## src/rtl/uart_tx.sv

```systemverilog
// -----------------------------------------------------------------------------
// uart_tx
//
// Serial transmitter for the UART link. Accepts a parallel word through a
// ready/start handshake and serialises it as: start bit (0), data LSB first,
// optional even-parity bit, stop bit (1). Every bit is held for CLKS_PER_BIT
// system clocks.
//
// Parameters
//   CLKS_PER_BIT  system clocks per serial bit (2..65535)
//   DATA_WIDTH    data bits per frame (5..9)
//   PARITY_EN     1 inserts an even-parity bit after the last data bit
//
// Ports
//   clk         in   system clock, rising edge
//   n_rst       in   asynchronous active-low reset
//   tx_data     in   word to send, sampled only on an accepted start
//   tx_start    in   send request, accepted when tx_ready=1 at a rising edge
//   tx_ready    out  idle, able to accept tx_start
//   tx_busy     out  frame in progress (inverse of tx_ready)
//   tx_done     out  one-cycle pulse after the stop bit completes
//   serial_out  out  registered serial line, idles high
// -----------------------------------------------------------------------------
module uart_tx #(
   parameter int CLKS_PER_BIT = 10,
   parameter int DATA_WIDTH   = 8,
   parameter bit PARITY_EN    = 1'b0
) (
   input  logic                  clk,
   input  logic                  n_rst,
   input  logic [DATA_WIDTH-1:0] tx_data,
   input  logic                  tx_start,
   output logic                  tx_ready,
   output logic                  tx_busy,
   output logic                  tx_done,
   output logic                  serial_out
);

   localparam int TIMER_W = (CLKS_PER_BIT > 1) ? $clog2(CLKS_PER_BIT) : 1;
   localparam int CNT_W   = $clog2(DATA_WIDTH + 1);

   localparam logic [TIMER_W-1:0] TIMER_LAST = TIMER_W'(CLKS_PER_BIT - 1);
   localparam logic [CNT_W-1:0]   CNT_LAST   = CNT_W'(DATA_WIDTH - 1);

   localparam logic [2:0] IDLE   = 3'd0;
   localparam logic [2:0] START  = 3'd1;
   localparam logic [2:0] DATA   = 3'd2;
   localparam logic [2:0] PARITY = 3'd3;
   localparam logic [2:0] STOP   = 3'd4;

   logic [2:0]            state;
   logic [DATA_WIDTH-1:0] shift_reg;
   logic [TIMER_W-1:0]    bit_timer;
   logic [CNT_W-1:0]      bit_cnt;
   logic                  parity_acc;   // running XOR of data bits already sent
   logic                  bit_expired;

   assign bit_expired = (bit_timer == TIMER_LAST);

   // Handshake flags decode the state register only, so no input reaches an
   // output combinationally.
   assign tx_ready = (state == IDLE);
   assign tx_busy  = ~tx_ready;

   always_ff @(posedge clk or negedge n_rst) begin
      if (!n_rst) begin
         state      <= IDLE;
         shift_reg  <= '0;
         bit_timer  <= '0;
         bit_cnt    <= '0;
         parity_acc <= 1'b0;
         serial_out <= 1'b1;
         tx_done    <= 1'b0;
      end else begin
         // NOTE: non-blocking assignments throughout, so every branch below
         // reads the pre-edge value of shift_reg/parity_acc/bit_cnt.
         tx_done <= 1'b0;

         case (state)
            IDLE: begin
               serial_out <= 1'b1;
               bit_timer  <= '0;
               if (tx_start) begin
                  shift_reg  <= tx_data;
                  bit_cnt    <= '0;
                  parity_acc <= 1'b0;
                  serial_out <= 1'b0;
                  state      <= START;
               end
            end

            START: begin
               if (bit_expired) begin
                  bit_timer  <= '0;
                  serial_out <= shift_reg[0];
                  state      <= DATA;
               end else begin
                  bit_timer <= bit_timer + TIMER_W'(1);
               end
            end

            DATA: begin
               if (bit_expired) begin
                  bit_timer  <= '0;
                  shift_reg  <= {1'b0, shift_reg[DATA_WIDTH-1:1]};
                  parity_acc <= parity_acc ^ shift_reg[0];
                  bit_cnt    <= bit_cnt + CNT_W'(1);
                  if (bit_cnt == CNT_LAST) begin
                     if (PARITY_EN) begin
                        // Fold in the last data bit, which is still in shift_reg[0].
                        serial_out <= parity_acc ^ shift_reg[0];
                        state      <= PARITY;
                     end else begin
                        serial_out <= 1'b1;
                        state      <= STOP;
                     end
                  end else begin
                     // shift_reg has not moved yet, so the next bit sits at [1].
                     serial_out <= shift_reg[1];
                  end
               end else begin
                  bit_timer <= bit_timer + TIMER_W'(1);
               end
            end

            PARITY: begin
               if (bit_expired) begin
                  bit_timer  <= '0;
                  serial_out <= 1'b1;
                  state      <= STOP;
               end else begin
                  bit_timer <= bit_timer + TIMER_W'(1);
               end
            end

            STOP: begin
               if (bit_expired) begin
                  bit_timer <= '0;
                  tx_done   <= 1'b1;
                  state     <= IDLE;
               end else begin
                  bit_timer <= bit_timer + TIMER_W'(1);
               end
            end

            default: begin
               bit_timer  <= '0;
               serial_out <= 1'b1;
               state      <= IDLE;
            end
         endcase
      end
   end

endmodule
```

## config.mk

```make
export PLATFORM = sky130hd
export DESIGN_NAME = uart_tx
export DESIGN_NICKNAME = d
export VERILOG_FILES = /design/src/rtl/uart_tx.sv
export SDC_FILE = /design/constraint.sdc
export NUM_CORES = 1
export LEC_CHECK = 0
export ABC_AREA = 0
export CAP_MARGIN = 10
export CELL_PAD_IN_SITES_DETAIL_PLACEMENT = 1
export CELL_PAD_IN_SITES_GLOBAL_PLACEMENT = 2
export CORE_UTILIZATION = 30
export CTS_BUF_LIST = sky130_fd_sc_hd__clkbuf_16
export CTS_CLUSTER_SIZE = 14
export DETAILED_ROUTE_END_ITERATION = 8
export PLACE_DENSITY_LB_ADDON = 0.1
export SYNTH_ARGS = -nofsm -noshare
export SYNTH_HDL_FRONTEND = slang
export SYNTH_SLANG_ARGS = --single-unit
```

## constraint.sdc

```tcl
create_clock -name clk -period 1.6 [get_ports clk]
set_clock_uncertainty 0.15 [all_clocks]
set_input_delay 0.24 -clock clk [delete_from_list [all_inputs] [get_ports clk]]
set_output_delay 0.24 -clock clk [all_outputs]
set_load 0.005 [all_outputs]
```

==> results <==
## worst register-to-register path, stage by stage (launching register included)
cell     delay [ns]
dfrtp_1        0.40
buf_6          0.13
or3b_4         0.40
or4_4          0.52
a21oi_2        0.12
## per-layer routing
layer  routed length (um)  global-route usage [%]  vias up
met5                    0                       0        -
met4                   41                   8.766        0
met3                   90                   4.202        4
met2                 1304                   27.95       15
met1                 1242                   21.94      433
li1                     -                       -      434
## how the worst max path moves through the flow
stage | endpoint | slack [ns] | cells after the start
5_1_grt | bit_cnt[3] | -0.23 | 4
6_report | bit_cnt[3] | -0.19 | 4
2_1_floorplan | shift_reg[4] | -0.14 | 6
3_3_place_gp | shift_reg[6] | -0.33 | 5
4_1_cts | shift_reg[4] | -0.16 | 5
3_5_place_dp | bit_cnt[0] | -0.36 | 5
## cells in the mapped netlist, drive strengths merged, types with 2 or more instances
library cell	instances	area, um^2
a21oi	3	15.01
dfrtp	20	500.5
nor2	7	26.28
inv	6	22.52
o31ai	3	22.52
nand3b	2	15.01
o32a	7	70.07
nand3	2	10.01
or3b	2	17.52
or4	2	15.01
o21a	8	60.06
nor2b	2	12.51
o21ai	6	33.78
nand2	4	15.01
clkbuf	3	11.26
ha	3	37.54
buf	3	21.27
## layout make-up
type	instances	area share, %
Multi-Input combinational cell	65	35.13
Sequential cell	21	33.39
Timing Repair Buffer	38	21.33
Clock buffer	3	4.758
Tap cell	46	3.648
Inverter	6	1.427
Clock inverter	1	0.3172
## per-stage QoR
step / setup TNS [ns] / util [%] / setup WS, ns
after floorplan: -1.215 / - / -0.1429
after global placement: -3.039 / 40.64 / -0.3315
after detailed placement: -3.251 / 40.64 / -0.3596
after CTS: -1.507 / 45.44 / -0.1577
after global routing: -2.541 / 47.28 / -0.2284
final: -1.580 / 47.28 / -0.1872
## power by group
group | leakage (nW) | switching [W] | total [W] | internal [W]
Clock | 0.0409 | 0.000199 | 0.000535 | 0.000336
Sequential | 0.256 | 0.000133 | 0.000878 | 0.000745
Combinational | 0.363 | 0.000549 | 0.00122 | 0.000668
## cell families after synthesis
logic type	count (synthesis)	synth area share (%)
compound gates	34	24.64
xor+xnor	2	1.667
fa+ha+maj	3	3.572
buf+inv	12	5.238
flops	21	50.12
mux	1	0.9524
simple gates	25	13.81
## what timing repair did
action / 4_1_cts / 5_1_grt
resized for setup: 18 / 11
endpoints found under the setup margin: 21 / 18
pin swaps: 2 / 6
hold endpoints to repair: 0 / 0
setup buffers: 4 / 3
==> impl_metrics.py <==
metrics = {
    "outcome": {
        "status": "finished, violations left",
        "failed_checks": "negative setup slack",
    },
    "place": {
        "placed_cells": 169,
        "portBuffers": 14,
        "dp.final_hpwl_um": 1890,
        "routabilityCongestion": 0.7084,
        "placed_cell_area_mm2": 0.001356,
    },
    "drt": {
        "dr.pass1.iters": 4,
        "totalWireLength_um": 2677,
        "drtIter0Drc": 28,
        "dr_total_vias": 886,
        "wire_per_inst_um": 14.87,
        "ant_nets": 0,
        "viasPerCell": 4.922,
        "drc": 0,
    },
    "clocking": {
        "hold_buffers": 0,
        "clk_latency_ns": 0.26,
        "path_clk_slew_ns": 0.06,
        "numClockSinks": 21,
        "clock_path_buffers": 2,
        "cts_buffers": 3,
        "cts_tree": "yes",
        "cts-root-buf": "clkbuf_16",
        "htree_num_levels": 1,
    },
    "grt": {
        "grt_usage_pct": 17.44,
        "grt_pass1_wl_um": 4664,
        "grt_max_degree": 22,
        "grt_pass1_vias": 989,
        "antenna_found_initial": 0,
        "overflow": 0,
    },
    "cells_and_area": {
        "multiInputGateArea_um2": 554.3,
        "drive_gt1_share_pct": 33.58,
        "fin_area_mm2": 0.001578,
        "fin_cells": 180,
        "layout_common_cells": "20 x dfrtp_1, 19 x buf_4, 11 x clkdlybuf4s50_1, 8 x o21a_1, 7 x o32a_1",
        "seqCellArea_um2": 526.8,
        "antenna_cells": 0,
        "fin_nets": 149,
        "largest_register_ffs": 8,
        "layout_commonest_cell": "dfrtp_1",
        "nFillCells": 375,
        "synthToLayoutAreaGrowth_pct": 50.12,
    },
    "pwr": {
        "irDropWorstVdd_v": 0.0007411,
        "p_per_area_mw_per_mm2": 1667,
        "power_w": 0.002630,
        "cellLeakagePower_nw": 0.6600,
    },
    "flow_run": {
        "maxCapViolCount": 0,
    },
    "critical_path": {
        "reg2reg_from": "state[0]",
        "crit_type": "reg2reg",
        "crit_slowest_cell": "or4_4",
        "cpLargestDelayFamily": "simple AND/OR/NAND/NOR gates",
        "critical_path.max_stage_delay_ns": 0.52,
        "critPathBufInv": 1,
        "r2r_cells": 4,
        "r2r_slack_ns": -0.19,
        "worst_ep_arrival_time_ns": 1.82,
        "worstSetupEndpointType": "flip-flop",
        "crit_path_start": "state[0]",
        "reg2reg_to": "bit_cnt[3]",
        "cp.required_ns": 1.64,
        "crit_chain": "buf_6 > or3b_4 > or4_4 > a21oi_2",
        "start_kind": "flip-flop",
        "cp_max_fo": 4,
    },
    "timing": {
        "rsz0062_at_grt": "yes",
        "clock.fmax_mhz": 559.5,
        "maxSlewViolCount": 0,
        "maxSlewHeadroom_pct": 80.55,
        "setup_viol": 13,
        "worst_pin_slew_ns": 0.2917,
        "holdWs_ns": 0.1902,
        "finalCritPeriodShare_pct": 111.7,
        "fin_ws_ns": -0.1872,
        "finalHoldViolCount": 0,
        "min_period_ns": 1.787,
    },
    "die": {
        "die-height_um": 61.19,
        "placementRows": 21,
        "pin_count": 15,
        "die_area_mm2": 0.003744,
        "chipWidth_um": 61.19,
        "core_mm2": 0.003337,
        "start_util_pct": 31.50,
    },
    "logic_synthesis": {
        "yosys_warnings": 0,
        "synth_edf_count": 0,
        "synth_ff_type": "dfrtp_1",
        "yosysSeqAreaShare_pct": 50.12,
        "avgSynthCellArea_um2": 10.72,
        "ys_ff_latch": 21,
        "syn_area_mm2": 0.001051,
        "synthArstFlopShare_pct": 100.0,
        "synth_cell_types": 36,
        "postSynthNetCount": 112,
        "synth_cells": 98,
    },
    "worst_hold_path": {
        "hp-class": "in2async",
    },
}
No activity file was read; power rests on OpenSTA's default activity.
